File: src/rtl/zone_power_arbiter_if.sv
// Request/grant bundle between the zone temperature controllers and the power arbiter.
interface zone_power_arbiter_if #(
  parameter int NZONES = 4
);
  logic              tick;
  logic              en;
  logic [NZONES-1:0] req;
  logic [NZONES-1:0] grant;
  logic [3:0]        active_cnt;
  logic [NZONES-1:0] waiting;

  modport master (output tick, en, req, input grant, active_cnt, waiting);
  modport slave  (input tick, en, req, output grant, active_cnt, waiting);
endinterface

File: src/rtl/zone_power_arbiter.sv
// Round-robin actuator power budget arbiter with per-zone min-on/min-off lockout.
// Optional macro ZONE_PREEMPT_EN: preempts the longest-on zone after MAX_ON ticks when others wait.
module zone_power_arbiter #(
  parameter int NZONES     = 4,
  parameter int MAX_ACTIVE = 2,
  parameter int MIN_ON     = 16,
  parameter int MIN_OFF    = 8,
  parameter int MAX_ON     = 64
) (
  input logic clk,
  input logic rst,
  zone_power_arbiter_if.slave bus
);
  typedef enum logic [1:0] {READY = 2'd0, ON = 2'd1, HOLD = 2'd2} zone_state_t;

  localparam int         IDX_W     = $clog2(NZONES);
  localparam logic [7:0] MIN_ON_C  = 8'(MIN_ON);
  localparam logic [7:0] MIN_OFF_C = 8'(MIN_OFF);
  localparam logic [3:0] MAX_ACT_C = 4'(MAX_ACTIVE);

  if (MAX_ON <= MIN_ON || MAX_ON > 255) begin : g_bad_max_on
    $error("MAX_ON must exceed MIN_ON and be at most 255");
  end

  zone_state_t       state     [NZONES];
  zone_state_t       state_nxt [NZONES];
  logic [7:0]        cnt       [NZONES];
  logic [7:0]        cnt_nxt   [NZONES];
  logic [IDX_W-1:0]  rr, rr_nxt;
  logic [NZONES-1:0] grant_q, grant_nxt;
  logic [NZONES-1:0] waiting_q, waiting_nxt;
  logic [3:0]        active_q, active_nxt;
  logic              win_vld;
  logic [IDX_W-1:0]  win_idx, cand_idx;
  logic              pre_vld;
  logic [IDX_W-1:0]  pre_idx;

  function automatic logic [7:0] dec_sat(input logic [7:0] v, input logic t);
    return (t && v != 8'd0) ? v - 8'd1 : v;
  endfunction

  function automatic logic [7:0] inc_sat(input logic [7:0] v, input logic t);
    return (t && v != 8'hFF) ? v + 8'd1 : v;
  endfunction

  function automatic logic [3:0] popcount(input logic [NZONES-1:0] v);
    logic [3:0] n;
    n = '0;
    for (int i = 0; i < NZONES; i++) n = n + {3'b000, v[i]};
    return n;
  endfunction

  function automatic logic [IDX_W-1:0] wrap_idx(input logic [IDX_W-1:0] base, input int off);
    int s;
    s = int'(base) + off;
    if (s >= NZONES) s = s - NZONES;
    return IDX_W'(s);
  endfunction

  // Arbitration: budget is judged on the registered count, so a slot freed this edge is usable next cycle.
  always_comb begin
    win_vld  = 1'b0;
    win_idx  = rr;
    cand_idx = rr;
    if (bus.en && active_q < MAX_ACT_C) begin
      for (int k = 0; k < NZONES; k++) begin
        cand_idx = wrap_idx(rr, k);
        if (!win_vld && state[cand_idx] == READY && bus.req[cand_idx]) begin
          win_vld = 1'b1;
          win_idx = cand_idx;
        end
      end
    end
    rr_nxt = win_vld ? wrap_idx(win_idx, 1) : rr;
  end

`ifdef ZONE_PREEMPT_EN
  logic [7:0] ontime     [NZONES];
  logic [7:0] ontime_nxt [NZONES];
  logic [7:0] best;
  logic       found;

  // Longest-on zone; strict compare keeps the lowest index on ties.
  always_comb begin
    best    = '0;
    found   = 1'b0;
    pre_idx = '0;
    for (int i = 0; i < NZONES; i++) begin
      ontime_nxt[i] = (state[i] == ON) ? inc_sat(ontime[i], bus.tick) : 8'd0;
      if (state[i] == ON && (!found || ontime[i] > best)) begin
        found   = 1'b1;
        best    = ontime[i];
        pre_idx = IDX_W'(i);
      end
    end
    pre_vld = found && (best >= 8'(MAX_ON)) && (active_q == MAX_ACT_C) && (|waiting_q);
  end

  always_ff @(posedge clk or posedge rst) begin
    if (rst) begin
      for (int i = 0; i < NZONES; i++) ontime[i] <= '0;
    end else begin
      for (int i = 0; i < NZONES; i++) ontime[i] <= ontime_nxt[i];
    end
  end
`else
  assign pre_vld = 1'b0;
  assign pre_idx = '0;
`endif

  // Per-zone state machine next state; loads take priority over the tick decrement.
  always_comb begin
    for (int i = 0; i < NZONES; i++) begin
      state_nxt[i] = state[i];
      cnt_nxt[i]   = dec_sat(cnt[i], bus.tick);
      case (state[i])
        READY: begin
          if (win_vld && win_idx == IDX_W'(i)) begin
            state_nxt[i] = ON;
            cnt_nxt[i]   = MIN_ON_C;
          end
        end
        ON: begin
          if (!bus.en || (pre_vld && pre_idx == IDX_W'(i)) ||
              (cnt[i] == 8'd0 && !bus.req[i])) begin
            state_nxt[i] = HOLD;
            cnt_nxt[i]   = MIN_OFF_C;
          end
        end
        HOLD: begin
          if (cnt[i] == 8'd0) state_nxt[i] = READY;
        end
        default: begin
          state_nxt[i] = READY;
          cnt_nxt[i]   = 8'd0;
        end
      endcase
      grant_nxt[i] = (state_nxt[i] == ON);
    end
    active_nxt = popcount(grant_nxt);
    for (int i = 0; i < NZONES; i++) begin
      waiting_nxt[i] = bus.en && bus.req[i] && (state_nxt[i] == READY) && (active_nxt >= MAX_ACT_C);
    end
  end

  always_ff @(posedge clk or posedge rst) begin
    if (rst) begin
      for (int i = 0; i < NZONES; i++) begin
        state[i] <= READY;
        cnt[i]   <= '0;
      end
      rr        <= '0;
      grant_q   <= '0;
      waiting_q <= '0;
      active_q  <= '0;
    end else begin
      for (int i = 0; i < NZONES; i++) begin
        state[i] <= state_nxt[i];
        cnt[i]   <= cnt_nxt[i];
      end
      rr        <= rr_nxt;
      grant_q   <= grant_nxt;
      waiting_q <= waiting_nxt;
      active_q  <= active_nxt;
    end
  end

  assign bus.grant      = grant_q;
  assign bus.waiting    = waiting_q;
  assign bus.active_cnt = active_q;
endmodule

File: src/flat_wrapper.sv
// flat-port wrapper written by rule: the top's interface ports become plain ports
module zone_power_arbiter_flat 
#(
  parameter int NZONES     = 4,
  parameter int MAX_ACTIVE = 2,
  parameter int MIN_ON     = 16,
  parameter int MIN_OFF    = 8,
  parameter int MAX_ON     = 64
)
  (clk, rst, bus_tick, bus_en, bus_req, bus_grant, bus_active_cnt, bus_waiting);
  zone_power_arbiter_if #(.NZONES(NZONES)) bus_i ();
  input logic clk;
  input logic rst;
  input wire logic [$bits(bus_i.tick)-1:0] bus_tick;
  input wire logic [$bits(bus_i.en)-1:0] bus_en;
  input wire logic [$bits(bus_i.req)-1:0] bus_req;
  output wire logic [$bits(bus_i.grant)-1:0] bus_grant;
  output wire logic [$bits(bus_i.active_cnt)-1:0] bus_active_cnt;
  output wire logic [$bits(bus_i.waiting)-1:0] bus_waiting;
  assign bus_i.tick = bus_tick;
  assign bus_i.en = bus_en;
  assign bus_i.req = bus_req;
  assign bus_grant = bus_i.grant;
  assign bus_active_cnt = bus_i.active_cnt;
  assign bus_waiting = bus_i.waiting;
  zone_power_arbiter #(.NZONES(NZONES), .MAX_ACTIVE(MAX_ACTIVE), .MIN_ON(MIN_ON), .MIN_OFF(MIN_OFF), .MAX_ON(MAX_ON)) u_core (.clk(clk), .rst(rst), .bus(bus_i));
endmodule
File: config.mk
export PLATFORM = sky130hd
export DESIGN_NAME = zone_power_arbiter_flat
export DESIGN_NICKNAME = d
export VERILOG_FILES = /design/src/rtl/zone_power_arbiter_if.sv /design/src/rtl/zone_power_arbiter.sv /design/src/flat_wrapper.sv
export SDC_FILE = /design/constraint.sdc
export NUM_CORES = 1
export LEC_CHECK = 0
export CORE_MARGIN = 2
export CORE_UTILIZATION = 53
export CTS_CLUSTER_DIAMETER = 120
export DETAILED_ROUTE_END_ITERATION = 10
export PLACE_DENSITY = 0.76
export SLEW_MARGIN = 10
export SYNTH_ARGS = -nofsm -noshare
export SYNTH_HDL_FRONTEND = slang
export SYNTH_SLANG_ARGS = --single-unit
File: constraint.sdc
create_clock -name clk -period 3.91 [get_ports clk]
set_clock_uncertainty 0.15 [all_clocks]
set_input_delay 0.782 -clock clk [delete_from_list [all_inputs] [get_ports clk]]
set_output_delay 0.782 -clock clk [all_outputs]
set_load 0.05 [all_outputs]
== Word level (Yosys, flattened, before mapping) ==
Cells that the tools add are included.

* Bits in registers: 54
* Word-level logic and storage cells: 201

* $lt $le $gt $ge: 15
* Multiplexer cells: 74
* Bitwise operators: 4
* Reductions and logical operators: 65
* $add $sub $neg: 16
* Equal/unequal tests: 15

{| class="wikitable"
|+ Operator list
! kind !! number
|-
| $mux W8 || 12
|-
| $pmux W8 S3 || 4
|-
| $mux W2 || 34
|-
| $logic_and A1 B1 Y1 || 32
|-
| $logic_not A8 Y1 || 4
|-
| $reduce_bool A8 Y1 || 4
|-
| $sub A8 B1 Y8 const B || 4
|-
| $logic_not A2 Y1 || 13
|-
| $ge A3 B3 Y1 const B || 8
|-
| $pmux W2 S3 || 4
|-
| $eq A2 B1 Y1 const B || 9
|-
| $bmux W2 S2 || 4
|-
| $eq A2 B2 Y1 const B || 6
|-
| $lt A2 B3 Y1 const B || 4
|-
| $mux W1 || 12
|-
| $not A2 Y3 || 4
|-
| $sub A2 B1 Y2 const B || 5
|-
| $add A4 B1 Y4 || 2
|-
| $bmux W1 S2 || 4
|-
| $logic_not A1 Y1 || 8
|-
| $add A2 B1 Y3 const B || 2
|-
| $add A2 B2 Y3 const B || 2
|-
| $ge A4 B2 Y1 const B || 1
|-
| $logic_or A1 B1 Y1 || 4
|-
| 3 further kinds || 3
|}

== Logic depth before layout (Yosys ltp) ==
* Depth after elaboration: 36
* Mapped depth: 14
* Gate-level depth less buffers: 13

== Least setup slack after synthesis ==
No wires, ideal clock.

* Path kind: input-to-reg
* Start: in bus_req[0]
* End: reg u_core.waiting_q[1] (netlist: u_core.bus.waiting[1])
* Buffers on the path: 1
* Data arrival time: 3,848 ps
* Slack: -155 ps
* Stages on the path: 14
* Setup time: 67 ps
* Data required time: 3,693 ps
* Cell sequence: or3b_4 > and3_4 > o41a_4 > nor4_4 > buf_6 > o21bai_1 > ha_1 > fa_1 > inv_1 > ha_1 > inv_1 > o31ai_1 > nand2_1 > and4bb_2

* Word-level cells in the longest chain between the ends: 30
* Elaborated cells on any way between the ends: 62
* Those cells by class: add/sub: 3; order compare: 1; eq/ne: 7; mux: 30; reduce/logical: 21

{| class="wikitable"
|+ RTL lines
! item !! line !! source
|-
| start: declaration || flat_wrapper.sv:16 || <nowiki>input wire logic [$bits(bus_i.req)-1:0] bus_req;</nowiki>
|-
| $bmux W1 S2 || zone_power_arbiter.sv:68 || <nowiki>if (!win_vld && state[cand_idx] == READY && bus.req[cand_idx]) begin</nowiki>
|-
| $mux W1 (implied by the code) || zone_power_arbiter.sv:68 ||
|-
| $logic_and A1 B1 Y1 || zone_power_arbiter.sv:68 ||
|-
| $mux W1 || zone_power_arbiter.sv:68 ||
|-
| $mux W1 || zone_power_arbiter.sv:65 || <nowiki>if (bus.en && active_q < MAX_ACT_C) begin</nowiki>
|-
| $logic_not A1 Y1 || zone_power_arbiter.sv:68 ||
|-
| $logic_and A1 B1 Y1 (2 in a row) || zone_power_arbiter.sv:68 ||
|-
| $mux W1 || zone_power_arbiter.sv:68 ||
|-
| [15 not listed] || - ||
|-
| $eq A2 B1 Y1 (*) || zone_power_arbiter.sv:138 || <nowiki>grant_nxt[i] = (state_nxt[i] == ON);</nowiki>
|-
| via u_core.grant_nxt[0] || zone_power_arbiter.sv:30 || <nowiki>logic [NZONES-1:0] grant_q, grant_nxt;</nowiki>
|-
| $add A1 B1 Y2 (*) || zone_power_arbiter.sv:49 || <nowiki>for (int i = 0; i < NZONES; i++) n = n + {3'b000, v[i]};</nowiki>
|-
| $add A4 B1 Y4 (*) (2 in a row) || zone_power_arbiter.sv:49 ||
|-
| via u_core.active_nxt[1] || zone_power_arbiter.sv:32 || <nowiki>logic [3:0] active_q, active_nxt;</nowiki>
|-
| $ge A4 B2 Y1 (*) || zone_power_arbiter.sv:142 || <nowiki>waiting_nxt[i] = bus.en && bus.req[i] && (state_nxt[i] == READY) && (active_nxt >= MAX_ACT_C);</nowiki>
|-
| $logic_and A1 B1 Y1 (*) || zone_power_arbiter.sv:142 ||
|-
| via u_core.waiting_nxt[1] || zone_power_arbiter.sv:31 || <nowiki>logic [NZONES-1:0] waiting_q, waiting_nxt;</nowiki>
|-
| end signal: assignment || zone_power_arbiter.sv:163 || <nowiki>waiting_q <= waiting_nxt;</nowiki>
|-
| end: declaration || zone_power_arbiter.sv:31 ||
|}

The timed path passes the listed nets; every way through them passes the cells marked *. The select of a mux whose other input is x is not followed.
A chain may end at the register's enable or synchronous reset.

== Worst setup path in the final report ==
* Start: in bus_req[3]
* End: reg u_core.waiting_q[1] (netlist: u_core.bus.waiting[1])

* Word-level cells in the longest chain between the ends: 30
* Elaborated cells on any way between the ends: 62
* Those cells by class: add/sub: 3; order compare: 1; eq/ne: 7; mux: 30; reduce/logical: 21

{| class="wikitable"
|+ RTL lines
! item !! line
|-
| $bmux W1 S2 || zone_power_arbiter.sv:68
|-
| $mux W1 (implied by the code) || zone_power_arbiter.sv:68
|-
| $logic_and A1 B1 Y1 || zone_power_arbiter.sv:68
|-
| $mux W1 || zone_power_arbiter.sv:68
|-
| $mux W1 || zone_power_arbiter.sv:65
|-
| $logic_not A1 Y1 || zone_power_arbiter.sv:68
|-
| $logic_and A1 B1 Y1 (2 in a row) || zone_power_arbiter.sv:68
|-
| $mux W1 || zone_power_arbiter.sv:68
|-
| [15 not listed] || -
|-
| $eq A2 B1 Y1 (*) || zone_power_arbiter.sv:138
|-
| via u_core.grant_nxt[0] || zone_power_arbiter.sv:30
|-
| $add A1 B1 Y2 (*) || zone_power_arbiter.sv:49
|-
| $add A4 B1 Y4 (*) (2 in a row) || zone_power_arbiter.sv:49
|-
| via u_core.active_nxt[1] || zone_power_arbiter.sv:32
|-
| $ge A4 B2 Y1 (*) || zone_power_arbiter.sv:142
|-
| $logic_and A1 B1 Y1 (*) || zone_power_arbiter.sv:142
|-
| via u_core.waiting_nxt[1] || zone_power_arbiter.sv:31
|}

Marks and branches as above.

==> metrics.csv <==
stage,metric,value,unit
worst_setup_path,Crit Path Max Fanout,4,
pwr,pwr dens,823,nW/um^2
floorplanning,starting density of the core,54.5,%
clock_tree,Root Buffer,clkbuf_8,
final_layout,layout cells sized above 1,23.9,%
grt,global route total overflow,0,
drt,1st-iter DRT viols,149,
worst_setup_path,Crit path top cell by count,ha_4,
clock_tree,Post-CTS Hold Buffers,0,
worst_setup_path,crit path from,bus_req[3],
timing,final worst slack,122,ps
yosys,syn_nets,318,
worst_setup_path,CP arrival,3890,ps
worst_setup_path,Required @ worst endpoint,4010,ps
yosys,Synth Cell Area,2960,sq um
timing,Final period util,96.9,%
timing,setup_tns,0,ps
placed_design,DP Area,3460,sq um
clock_tree,Sink Count,53,
worst_setup_path,CP Capture Type,flip-flop,
floorplanning,Die ar.,6200,sq um
final_layout,Seq. cell area,1330,sq um
final_layout,Final nets,374,
drt,TritonRoute pass-1 iters,4,
clock_tree,Worst-path clk slew,90,ps
grt,first-pass GRT wire length,11.5,mm
pwr,VDD IR max,497,uV
pwr,total power,3.05,mW
yosys,post-synthesis cell count,298,
pwr,Pleak,1.66,nW
hold_path,Hold WC Path Type,reg -> reg,
run,MaxCap Viol Count,0,
drt,Avg WL per Cell,15.9,um
floorplanning,Rows,27,
yosys,"top cells by area, synth","dfrtp_1 (45%), ha_1 (4.6%), nor2_1 (4.3%)",
yosys,Yosys top cell by area,dfrtp_1,
timing,min Tclk post-route,3790,ps
timing,Final Hold Viols,0,
yosys,number of synthesized register bits,53,
worst_setup_path,worst r2r src,u_core.state[7]$_DFF_PP0_,
grt,vias in the first global route,2455,
pwr,Clk pwr share,10.1,%
yosys,register area share after synthesis,44.8,%
floorplanning,Core Region,5440,sq um
floorplanning,Die X,78.8,um
pwr,P_sw,1.34,mW
grt,met2 Track Usage GR,41.5,%
timing,final setup fails,0,
yosys,post-synthesis cell type count,58,
yosys,yosys warns,0,
drt,DRT antenna net count,0,
clock_tree,CTS Buffer Depth,2,
final_layout,Multi-input gate area,1690,sq um
drt,Residual DRC,0,
drt,DRT Wirelength,6.78,mm
floorplanning,I/O pins,20,
grt,largest net degree at the start of global routing,54,
timing,fmax,264,MHz
grt,grt peak-use layer,met2,
yosys,Mapped Avg Cell Area,9.94,sq um
grt,GR Util met3,4.43,%
worst_setup_path,CP startpoint kind,input pin,
worst_setup_path,Buf/Inv on CP,3,
final_layout,# fillers,417,
worst_setup_path,crit-path max cell delay,430,ps
worst_setup_path,cell-by-cell trace of the critical path,"clkdlybuf4s50_1, nor3b_4, nand2b_1, o22a_4, nor4_4, o21bai_4, ha_4, fa_2, inv_2, ha_4, inv_1, o31ai_2, nand2_2, and4bb_2",
clock_tree,CTS buffer count,5,
yosys,share of the synthesized area in the top cell type,44.8,%
drt,vias per cell,5.60,
drt,total number of vias,2392,
yosys,Post-synth top flop,dfrtp_1,
outcome,status,"complete, no violations",
final_layout,area growth from synthesis to layout,25.2,%
final_layout,ANT cells,0,
timing,Least-Margin Pin Slew,907,ps
pwr,sequential share of power,33.5,%
hold_path,HP Start,u_core.cnt[15]$_DFF_PP0_,
timing,Slew Limit Fails,0,
worst_setup_path,CP Class,in -> reg,
placed_design,placed wire-length estimate,4.69,mm
worst_setup_path,CP top delay family,simple AND/OR/NAND/NOR gates,
pwr,Pint,1.71,mW
yosys,asr flop ratio synth,100,%
clock_tree,htree depth,2,
final_layout,fin util,68.2,%
grt,Total GRT Usage,23.6,%
placed_design,gp weighted congestion,0.856,
clock_tree,Clock Latency Late Sink,310,ps
clock_tree,TritonCTS clock tree,yes,
pwr,combinational cell fraction of total power,56.4,%
yosys,Post-synth EDFFs,0,
placed_design,worst slack at placement,-691,ps
pwr,Sw Ratio,43.9,%
placed_design,IO Port Bufs,18,
worst_setup_path,CP max-delay cell,clkdlybuf4s50_1,
grt,met1 GRT Util,29.0,%
grt,initial antenna violation count,0,
floorplanning,Die H,78.8,um
timing,Max-slew headroom,39.5,%
final_layout,post-route cell area,3710,sq um
kinds of logic after synthesis:
family	after synthesis	synth area share [%]
buf+inv	24	3.42
flops	53	44.8
simple gates	122	22.9
mux	1	0.338
other cells	1	0.127
compound gates	58	15.2
xor+xnor	27	7.98
fa+ha+maj	12	5.32
worst paths after layout:
check | to | depth (start not counted) | slack (ps)
max in group asynchronous | u_core.cnt[21]$_DFF_PP0_ | 2 | 2280
min in group asynchronous | u_core.bus.active_cnt[0]$_DFF_PP0_ | 2 | 800
min reg2reg | u_core.cnt[15]$_DFF_PP0_ | 2 | 400
min | u_core.cnt[15]$_DFF_PP0_ | 2 | 400
max | u_core.bus.waiting[1]$_DFF_PP0_ | 14 | 120
max reg2reg | u_core.bus.waiting[1]$_DFF_PP0_ | 14 | 190
cells in the final DEF (no fill, tap or decap), types with 3 or more instances in the layout:
| cell type | instances |
|---|---|
| dfrtp_1 | 53 |
| buf_4 | 34 |
| nor2_1 | 33 |
| nand2_1 | 24 |
| inv_1 | 17 |
| o21ai_0 | 16 |
| clkdlybuf4s50_1 | 15 |
| xnor2_1 | 14 |
| xor2_1 | 13 |
| nor3_1 | 9 |
| nand3_1 | 8 |
| ha_1 | 8 |
| nor4_1 | 6 |
| clkbuf_8 | 5 |
| or4_1 | 4 |
| nand2b_1 | 4 |
| o22ai_1 | 4 |
| nand4_1 | 4 |
| or3b_2 | 3 |
| o31ai_1 | 3 |
| or3b_4 | 3 |
| nor4b_1 | 3 |
| a21o_1 | 3 |
| nor2b_1 | 3 |
| a211oi_1 | 3 |
| clkinv_2 | 3 |
worst register-to-register path: cells and delay by family, from the launching register on:
| family | cells | cell delay (ps) |
|---|---|---|
| adder cells (fa/ha/maj) | 3 | 710 |
| buffers and inverters | 3 | 250 |
| AO/OA/AOI/OAI | 4 | 910 |
| flip-flops | 1 | 480 |
| AND/OR/NAND/NOR | 4 | 1160 |
routing by layer:
metal,share of wire (%),vias to the layer above
met2,52,41
met3,3.2,12
met4,1.9,0
met1,43,1172
met5,0,-
li1,-,1167
timing repair:
| item | CTS | global route |
|---|---|---|
| endpoints found under the setup margin | 4 | 4 |
| gates resized for setup | 22 | 11 |
| endpoints found under the hold margin | 0 | 0 |
| setup buffers | 4 | 2 |
| pin swaps | 8 | 9 |
state kept, by name, indices dropped and copies added (netlist names):
name	cells
u_core.bus.grant	4
u_core.cnt	32
u_core.bus.waiting	4
u_core.state	8
u_core.bus.active_cnt	3
u_core.rr	2
power groups by stage:
stage	logic, mW	clock network [mW]	registers (mW)
after floorplan	1.00	0	1.06
after global placement	1.51	0	1.01
after detailed placement	1.55	0	1.01
after CTS	1.65	0.318	1.02
after global routing	1.90	0.334	1.06
final	1.72	0.308	1.02
cells in the mapped netlist (4+ instances only):
cell type and instances:
dfrtp_1 53, ha_1 11, inv_1 19, nand2_1 25, nand2b_1 5, nand3_1 8, nand4_1 4, nor2_1 34
nor3_1 10, nor4_1 6, nor4b_1 4, o21ai_0 17, o22ai_1 4, o31ai_1 4, or3b_2 4, or4_1 4
xnor2_1 14, xor2_1 13
area by class of cell:
| class | instances | share of cell area (%) |
|---|---|---|
| Multi-Input combinational cell | 221 | 45.5 |
| Sequential cell | 53 | 35.8 |
| Timing Repair Buffer | 54 | 12.1 |
| Tap cell | 72 | 2.43 |
| Inverter | 19 | 1.96 |
| Clock buffer | 5 | 1.85 |
| Clock inverter | 3 | 0.472 |
stage by stage:
stage / cells / hold slack (ps)
floorplan: 298 / 333
global placement: 414 / 373
detailed placement: 414 / 379
CTS: 425 / 403
global route: 427 / 427
finish: 427 / 396
(Power assumes the default switching activity.)
